==> config.mk <==
export PLATFORM = sky130hd
export DESIGN_NAME = prog_loader
export DESIGN_NICKNAME = d
export VERILOG_FILES = /design/src/rtl/prog_loader.sv
export SDC_FILE = /design/constraint.sdc
export NUM_CORES = 1
export LEC_CHECK = 0
export ABC_AREA = 1
export BUFFER_PORTS_ARGS = -buffer_cell sky130_fd_sc_hd__buf_4
export CAP_MARGIN = 20
export CORE_MARGIN = 2
export CORE_UTILIZATION = 50
export DETAILED_ROUTE_END_ITERATION = 6
export GPL_ROUTABILITY_DRIVEN = 0
export GPL_TIMING_DRIVEN = 0
export HOLD_SLACK_MARGIN = 0.15
export PLACE_DENSITY = 0.66
export SLEW_MARGIN = 20
export SYNTH_ARGS = -nofsm -noshare
export SYNTH_HDL_FRONTEND = slang
export SYNTH_SLANG_ARGS = --single-unit
==> constraint.sdc <==
create_clock -name CLK -period 4.6 [get_ports CLK]
set_clock_uncertainty 0.05 [all_clocks]
set_input_delay 0.92 -clock CLK [delete_from_list [all_inputs] [get_ports CLK]]
set_output_delay 0.92 -clock CLK [all_outputs]
set_load 0.02 [all_outputs]
==> src/rtl/prog_loader.sv <==
// Boot loader: holds the CPU halted, loads a byte-streamed program into RAM,
// verifies it by checksum and readback, then releases the core.
module prog_loader #(
  parameter logic [15:0] BASE_ADDR = 16'h0000,
  parameter int          READ_LAT  = 1
) (
  input  logic        CLK,
  input  logic        RST,
  input  logic [7:0]  IN_DATA,
  input  logic        IN_VALID,
  output logic        IN_READY,
  input  logic        RELOAD,
  output logic        HALT,
  output logic [15:0] ADDRESS,
  output logic        EXT_RAM_RW,
  output logic        EXT_RAM_EN,
  output logic [15:0] BUS_OUT,
  output logic        BUS_OE,
  input  logic [15:0] BUS_IN,
  output logic        DONE,
  output logic [1:0]  ERR,
  output logic [3:0]  dbg_state
);

  // Stream handshake: a byte moves on a rising edge where IN_VALID and
  // IN_READY are both high; the sender must hold IN_DATA until then.

  typedef enum logic [3:0] {
    S_HDR_HI, S_HDR_LO, S_DATA_HI, S_DATA_LO, S_WRITE, S_CK_HI, S_CK_LO,
    S_CHECK1, S_RD, S_WAIT, S_CHECK2, S_RUN, S_FAIL
  } state_t;

  state_t      state_q, state_d;
  logic [15:0] cnt_q, cnt_d;
  logic [15:0] idx_q, idx_d;
  logic [7:0]  hi_q, hi_d;
  logic [15:0] ck_q, ck_d;
  logic [15:0] sum_w_q, sum_w_d;
  logic [15:0] sum_r_q, sum_r_d;
  logic [15:0] addr_q, addr_d;
  logic [15:0] bus_q, bus_d;
  logic [1:0]  err_q, err_d;
  logic [1:0]  lat_q, lat_d;
  logic        ready_q, ready_d;

  logic        take;
  logic        more;
  logic        sample;
  logic [15:0] idx_inc;

  assign take    = IN_VALID & ready_q;
  assign idx_inc = idx_q + 16'd1;
  // 17-bit compare so N = 16'hFFFF terminates correctly.
  assign more    = ({1'b0, idx_q} + 17'd1) < {1'b0, cnt_q};

  always_comb begin
    state_d = state_q;
    cnt_d   = cnt_q;
    idx_d   = idx_q;
    hi_d    = hi_q;
    ck_d    = ck_q;
    sum_w_d = sum_w_q;
    sum_r_d = sum_r_q;
    addr_d  = addr_q;
    bus_d   = bus_q;
    err_d   = err_q;
    lat_d   = lat_q;
    sample  = 1'b0;

    case (state_q)
      S_HDR_HI: if (take) begin
        cnt_d[15:8] = IN_DATA;
        state_d     = S_HDR_LO;
      end
      S_HDR_LO: if (take) begin
        cnt_d[7:0] = IN_DATA;
        state_d    = ({cnt_q[15:8], IN_DATA} != 16'd0) ? S_DATA_HI : S_CK_HI;
      end
      S_DATA_HI: if (take) begin
        hi_d    = IN_DATA;
        state_d = S_DATA_LO;
      end
      S_DATA_LO: if (take) begin
        bus_d   = {hi_q, IN_DATA};
        addr_d  = BASE_ADDR + idx_q;
        state_d = S_WRITE;
      end
      S_WRITE: begin
        sum_w_d = sum_w_q + bus_q;
        idx_d   = idx_inc;
        state_d = more ? S_DATA_HI : S_CK_HI;
      end
      S_CK_HI: if (take) begin
        ck_d[15:8] = IN_DATA;
        state_d    = S_CK_LO;
      end
      S_CK_LO: if (take) begin
        ck_d[7:0] = IN_DATA;
        state_d   = S_CHECK1;
      end
      S_CHECK1: begin
        if (ck_q != sum_w_q) begin
          err_d   = 2'b01;
          state_d = S_FAIL;
        end else if (cnt_q == 16'd0) begin
          state_d = S_RUN;
        end else begin
          idx_d   = 16'd0;
          addr_d  = BASE_ADDR;
          lat_d   = 2'd0;
          state_d = S_RD;
        end
      end
      S_RD: begin
        if (READ_LAT == 0) begin
          sample = 1'b1;
        end else begin
          lat_d   = 2'd0;
          state_d = S_WAIT;
        end
      end
      S_WAIT: begin
        if (int'(lat_q) == READ_LAT - 1) sample = 1'b1;
        else lat_d = lat_q + 2'd1;
      end
      S_CHECK2: begin
        if (sum_r_q != sum_w_q) begin
          err_d   = 2'b10;
          state_d = S_FAIL;
        end else begin
          state_d = S_RUN;
        end
      end
      S_RUN, S_FAIL: if (RELOAD) begin
        err_d   = 2'b00;
        sum_w_d = 16'd0;
        sum_r_d = 16'd0;
        idx_d   = 16'd0;
        cnt_d   = 16'd0;
        state_d = S_HDR_HI;
      end
      default: state_d = S_FAIL;
    endcase

    // Readback sample point, shared by the zero- and nonzero-latency paths.
    if (sample) begin
      sum_r_d = sum_r_q + BUS_IN;
      idx_d   = idx_inc;
      if (more) begin
        addr_d  = BASE_ADDR + idx_inc;
        state_d = S_RD;
      end else begin
        state_d = S_CHECK2;
      end
    end
  end

  always_comb begin
    ready_d = 1'b0;
    case (state_d)
      S_HDR_HI, S_HDR_LO, S_DATA_HI, S_DATA_LO, S_CK_HI, S_CK_LO: ready_d = 1'b1;
      default: ready_d = 1'b0;
    endcase
  end

  // IN_READY is registered so it reads 0 in the first cycle out of reset.
  always_ff @(posedge CLK) begin
    if (RST) begin
      state_q <= S_HDR_HI;
      cnt_q   <= 16'd0;
      idx_q   <= 16'd0;
      hi_q    <= 8'd0;
      ck_q    <= 16'd0;
      sum_w_q <= 16'd0;
      sum_r_q <= 16'd0;
      addr_q  <= 16'd0;
      bus_q   <= 16'd0;
      err_q   <= 2'b00;
      lat_q   <= 2'd0;
      ready_q <= 1'b0;
    end else begin
      state_q <= state_d;
      cnt_q   <= cnt_d;
      idx_q   <= idx_d;
      hi_q    <= hi_d;
      ck_q    <= ck_d;
      sum_w_q <= sum_w_d;
      sum_r_q <= sum_r_d;
      addr_q  <= addr_d;
      bus_q   <= bus_d;
      err_q   <= err_d;
      lat_q   <= lat_d;
      ready_q <= ready_d;
    end
  end

  assign IN_READY   = ready_q;
  assign HALT       = (state_q != S_RUN);
  assign DONE       = (state_q == S_RUN);
  assign ERR        = err_q;
  assign ADDRESS    = addr_q;
  assign BUS_OUT    = bus_q;
  assign EXT_RAM_EN = (state_q == S_WRITE) || (state_q == S_RD) || (state_q == S_WAIT);
  assign EXT_RAM_RW = (state_q == S_WRITE);
  assign BUS_OE     = (state_q == S_WRITE);
  assign dbg_state  = state_q;

endmodule

==> metrics.yaml, run 1 <==
cts_made_buffers: 17
hpwl_um: 18200
power.density_nw_per_um2: 276
setup_viol: 0
p_sw_share_pct: 24.8
drt_iter0_drc: 533
drt_wl_total_um: 23300
synth.ff_latch_count: 129
ys.flop_type: "dfxtp_1"
hold_buffers: 0
ys_seq_area_share_pct: 32.3
drt_first_pass_iters: 6
drv_cap: 0
cts.reportedPaths.clkPinSlew_ns: 0.06
tightest_slew_ns: 0.878
pwr-share-clk_pct: 49.5
fillers: 1599
synth_top_area_share_pct: 32.3
reg2regPathDepth: 20
seq_power_share_pct: 44.1
clock_latency_ns: 0.42
synthCells: 1203
yosys-top-cells-area: "dfxtp_1 32%, nand2_1 15%, a21oi_1 8.7%"
rows: 46
layout_min_cycle_time_ns: 3.21
crit_arrival_ns: 3.45
cts_sinks: 129
synth_warnings: 0
cts_root_buf: "clkbuf_16"
start_util_pct: 50.7
die_w_um: 130
required_ns: 4.84
viasPerCell: 5.23
dieArea_um2: 17000
ios: 72
slew_headroom_pct: 41.0
hold_viol: 0
synthDistinctLibCells: 42
syn_area_um2: 7990
switchingPower_uw: 639
finalCritPeriodShare_pct: 69.7
postLayoutCoreUtil_pct: 59.2
routedWlPerCell_um: 15.4
critical_path_class: "reg -> reg"
core_um2: 15800
n_antenna_cell: 0
crit_path_end_kind: "register"
power.total_uw: 2580
io_buffers: 70
max_freq_mhz: 312
area_delta_synth_final_pct: 16.9
antenna_found_initial: 0
holdWs_ns: 0.415
yosys.area.top_type: "dfxtp_1"
antenna_left: 0
power.leakage_uw: 0.00435
clockBufferDepth: 2
grt_start_max_net_pins: 17
postPlaceCellArea_um2: 8780
power.internal_uw: 1940
cts_tree: "built"
die_height_um: 130
synth_nets: 1280
start_kind: "register"
grt_pass1_vias: 7252
grt_pass1_wl_um: 36900
track_usage_pct: 28.3
cts_setup_buffers: 0
final_area_um2: 9340
syn_avg_cell_area_um2: 6.64
drive_gt1_share_pct: 13.1
outcome: "complete, no violations"
slew_violations: 0
tns_ns: 0
rsz0062_at_grt: "no"
final_nets: 1369
ctsResizeCount: 0
vias: 7951
async_reset_ff_share_pct: 0
cts_max_level: 4
hold_class: "reg -> reg"
irDropWorstVdd_mv: 0.262
cp_max_fo: 10
drc: 0
holdPathStages: 2
synth_edf_count: 0
comb_power_share_pct: 6.4
grt_overflow_total: 0
## critical path: stages, from the launching register on
cell and delay, ns:
dfxtp_1 0.41, inv_1 0.12, nor2_2 0.18, nand4_1 0.16, nor3_1 0.32, nand2_1 0.10
o21ai_0 0.15, o21ai_0 0.09, inv_1 0.14, ha_1 0.25, nand2_1 0.08, inv_1 0.04
nand2_1 0.06, nand2_1 0.05, nand4_1 0.08, nand2_1 0.09, a21oi_2 0.13, nand2_2 0.11
buf_6 0.18, o21ai_0 0.21, a31oi_1 0.07
## Yosys cell counts, drive strengths merged (6+ instances only)
cell / number
clkbuf: 16
a22oi: 18
nand2: 322
xor2: 16
nand4: 11
a21oi: 142
inv: 156
nor3: 10
buf: 19
a31oi: 6
nor2: 130
or2: 7
o211ai: 9
nand3: 55
a21o: 6
a211oi: 10
ha: 47
o21ai: 82
dfxtp: 129
## registers in the layout (all words and copies together) (netlist names)
signal / count
ERR: 2
sum_r_q: 16
ck_q: 16
hi_q: 8
cnt_q: 16
idx_q: 16
IN_READY: 1
lat_q: 2
dbg_state: 4
BUS_OUT: 16
sum_w_q: 16
ADDRESS: 16
## final timing paths
path | start | endpoint | slack [ns]
worst max-delay path | idx_q[0] | ADDRESS[6] | 1.39
worst min-delay path | ERR[0] | ERR[0] | 0.41
worst max register to register | idx_q[0] | ADDRESS[6] | 1.39
worst min register to register | ERR[0] | ERR[0] | 0.41
## stage by stage
stage	std cells	setup WS (ns)
floorplan	1203	2.01
global placement	1489	1.48
detailed placement	1489	1.44
CTS	1519	1.41
global route	1519	1.09
finish	1519	1.39
## final cells by class
| cell class | instances | area [um^2] | area share [%] |
|---|---|---|---|
| inverter | 157 | 589 | 6.31 |
| sequential | 129 | 2580 | 27.7 |
| multi-input combinational | 882 | 4640 | 49.7 |
| clock inverter | 12 | 114 | 1.22 |
| buffer | 35 | 176 | 1.89 |
| timing repair buffer | 70 | 526 | 5.63 |
| tap | 216 | 270 | 2.89 |
| clock buffer | 18 | 439 | 4.70 |
## logic make-up (layout without fill, tap and decap cells)
logic type	count (synthesis)	after routing	share of synthesized area, %
adders and majority gates	49	49	7.86
and+or+nand+nor	538	538	28.2
buffers and inverters	192	292	9.59
DFF	129	129	32.3
AOI/OAI and AO/OA	276	276	19.9
xor gates and xnor gates	19	19	2.08
## power by group through the flow
stage | clock network, uW | logic (uW) | registers [uW]
2_1_floorplan | 0 | 102 | 1160
3_3_place_gp | 0 | 161 | 1160
3_5_place_dp | 0 | 163 | 1160
4_1_cts | 1280 | 164 | 1140
5_1_grt | 1340 | 185 | 1140
6_report | 1270 | 164 | 1140
## metal layers
layer,vias to the layer above,GRT usage [%],share of wire (%)
li1,4112,-,-
met1,3612,35.1,44
met2,187,50.0,49
met3,40,4.68,4.3
met4,0,9.64,2.7
met5,-,0,0
## placed cells by master, fill, tap and decap left out, types with 4 or more instances in the layout
master,count
a211oi_1,10
a21o_1,6
a21oi_1,139
a22oi_1,4
a22oi_2,14
a31oi_1,6
buf_1,4
buf_2,9
buf_4,73
clkbuf_1,16
clkbuf_16,17
clkinvlp_4,7
dfxtp_1,129
ha_1,47
inv_1,145
inv_2,11
nand2_1,312
nand2_2,9
nand3_1,53
nand4_1,11
nor2_1,121
nor2_2,5
nor2_4,4
nor3_1,9
o211ai_1,9
o21ai_0,81
or2_2,6
xor2_1,16
Note: power is estimated with default switching activity, not from simulation.
==> run 2: changes to the inputs <==
clock period = 3.3 ns   (was 4.6 ns; I/O delays follow)
==> metrics.yaml, run 2 (synthesis results as in run 1) <==
outcome: "complete, no violations"
slew_headroom_pct: 39.1
io_buffers: 70
cp_max_fo: 10
drc: 0
track_usage_pct: 28.3
switchingPower_uw: 889
hold_viol: 0
drive_gt1_share_pct: 13.6
grt_pass1_wl_um: 36900
cts_tree: "built"
power.leakage_uw: 0.00437
core_um2: 15800
dieArea_um2: 17000
comb_power_share_pct: 6.4
final_common_cell: "nand2_1"
hold_class: "reg -> reg"
die_height_um: 130
viasPerCell: 5.22
n_antenna_cell: 0
clockBufferDepth: 2
drt_wl_total_um: 23300
cts_sinks: 129
dp_cells: 1489
area_delta_synth_final_pct: 17.2
slew_violations: 0
rows: 46
seq_power_share_pct: 44.2
max_freq_mhz: 323
grt_start_max_net_pins: 17
cts.reportedPaths.clkPinSlew_ns: 0.06
vias: 7938
die_w_um: 130
power.density_nw_per_um2: 384
start_util_pct: 50.7
required_ns: 3.55
layout_min_cycle_time_ns: 3.09
antenna_found_initial: 0
routedWlPerCell_um: 15.3
drv_cap: 0
finalCritPeriodShare_pct: 93.8
crit_path_end_kind: "register"
cts_root_buf: "clkbuf_16"
clock_latency_ns: 0.42
postLayoutCoreUtil_pct: 59.4
drt_first_pass_iters: 5
setup_viol: 0
grt_overflow_total: 0
p_sw_share_pct: 24.8
pwr-share-clk_pct: 49.5
power.internal_uw: 2700
cts_max_level: 4
grt_pass1_vias: 7252
stdcell_count: 1520
cts_made_buffers: 17
mostFrequentLayoutCells: "312 x nand2_1, 145 x inv_1, 139 x a21oi_1"
antenna_left: 0
start_kind: "register"
irDropWorstVdd_mv: 0.364
power.total_uw: 3590
drt_iter0_drc: 549
final_nets: 1370
hold_buffers: 0
crit_arrival_ns: 3.35
critical_path_class: "reg -> reg"
tightest_slew_ns: 0.907
hpwl_um: 18200
ios: 72
[run 2: cell types whose count changed in the layout (fill, tap and decap cells not counted)]
cell     change
nor3_1       -1
dfxtp_1      -3
xor2_2       +1
buf_4        +1
nor3_2       +1
dfxtp_2      +3
xor2_1       -1
o21ai_1      +1
o21ai_0      -1
[run 2: power by group through the flow]
stage	registers [uW]	logic, uW	clock network (uW)
detailed placement	1620	227	0
finish	1590	229	1780
CTS	1580	228	1790
floorplan	1620	142	0
global placement	1620	224	0
global route	1590	258	1870
[run 2: final timing paths]
path              slack, ns      from          to  cells after the start
hold reg to reg        0.41    ERR[0]      ERR[0]                      2
hold / removal         0.41    ERR[0]      ERR[0]                      2
setup / recovery       0.21  idx_q[0]  ADDRESS[4]                     17
setup reg to reg       0.21  idx_q[0]  ADDRESS[4]                     17
[run 2: area by class of cell]
| cell class | instances | area, um^2 |
|---|---|---|
| buffer | 35 | 176 |
| clock buffer | 18 | 439 |
| clock inverter | 12 | 114 |
| fill | 1600 | 6410 |
| inverter | 157 | 589 |
| multi-input combinational | 882 | 4650 |
| sequential | 129 | 2590 |
| tap | 216 | 270 |
| timing repair buffer | 71 | 533 |
[run 2: per-stage QoR]
step / TNS, ns / instance area [um^2] / hold WS [ns] / setup WS [ns]
floorplan: 0 / 7990 / 0.387 / 0.706
global placement: 0 / 8780 / 0.404 / 0.184
detailed placement: 0 / 8780 / 0.408 / 0.135
CTS: 0 / 9340 / 0.415 / 0.108
global route: -0.0175 / 9360 / 0.438 / -0.00984
finish: 0 / 9360 / 0.414 / 0.205
[run 2: worst max-delay path, cell delays in order, from the launching register on]
cell and delay (ns):
dfxtp_2 0.37, inv_1 0.10, nor2_2 0.17, nand3_1 0.15, or2_1 0.28, xor2_1 0.35
ha_1 0.31, nand2_1 0.09, a21oi_1 0.05, nor2_1 0.09, nand3_1 0.15, nand2_1 0.09
inv_1 0.05, a21oi_2 0.13, nand2_2 0.11, buf_4 0.21, o21ai_0 0.19, a21oi_1 0.06
[run 2: what timing repair did]
action | in CTS | in global routing
buffers inserted | 0 | 1
setup endpoints to repair | 0 | 17
gates resized for setup | 0 | 6
[run 2: metal layers]
layer / GRT usage (%) / up-vias / routed length (um) / part of all wire (%)
met5: 0 / - / 0 / 0
met4: 9.64 / 0 / 603 / 2.6
li1: - / 4111 / - / -
met3: 4.68 / 37 / 1050 / 4.5
met1: 35.1 / 3596 / 10200 / 44
met2: 50.0 / 194 / 11500 / 49
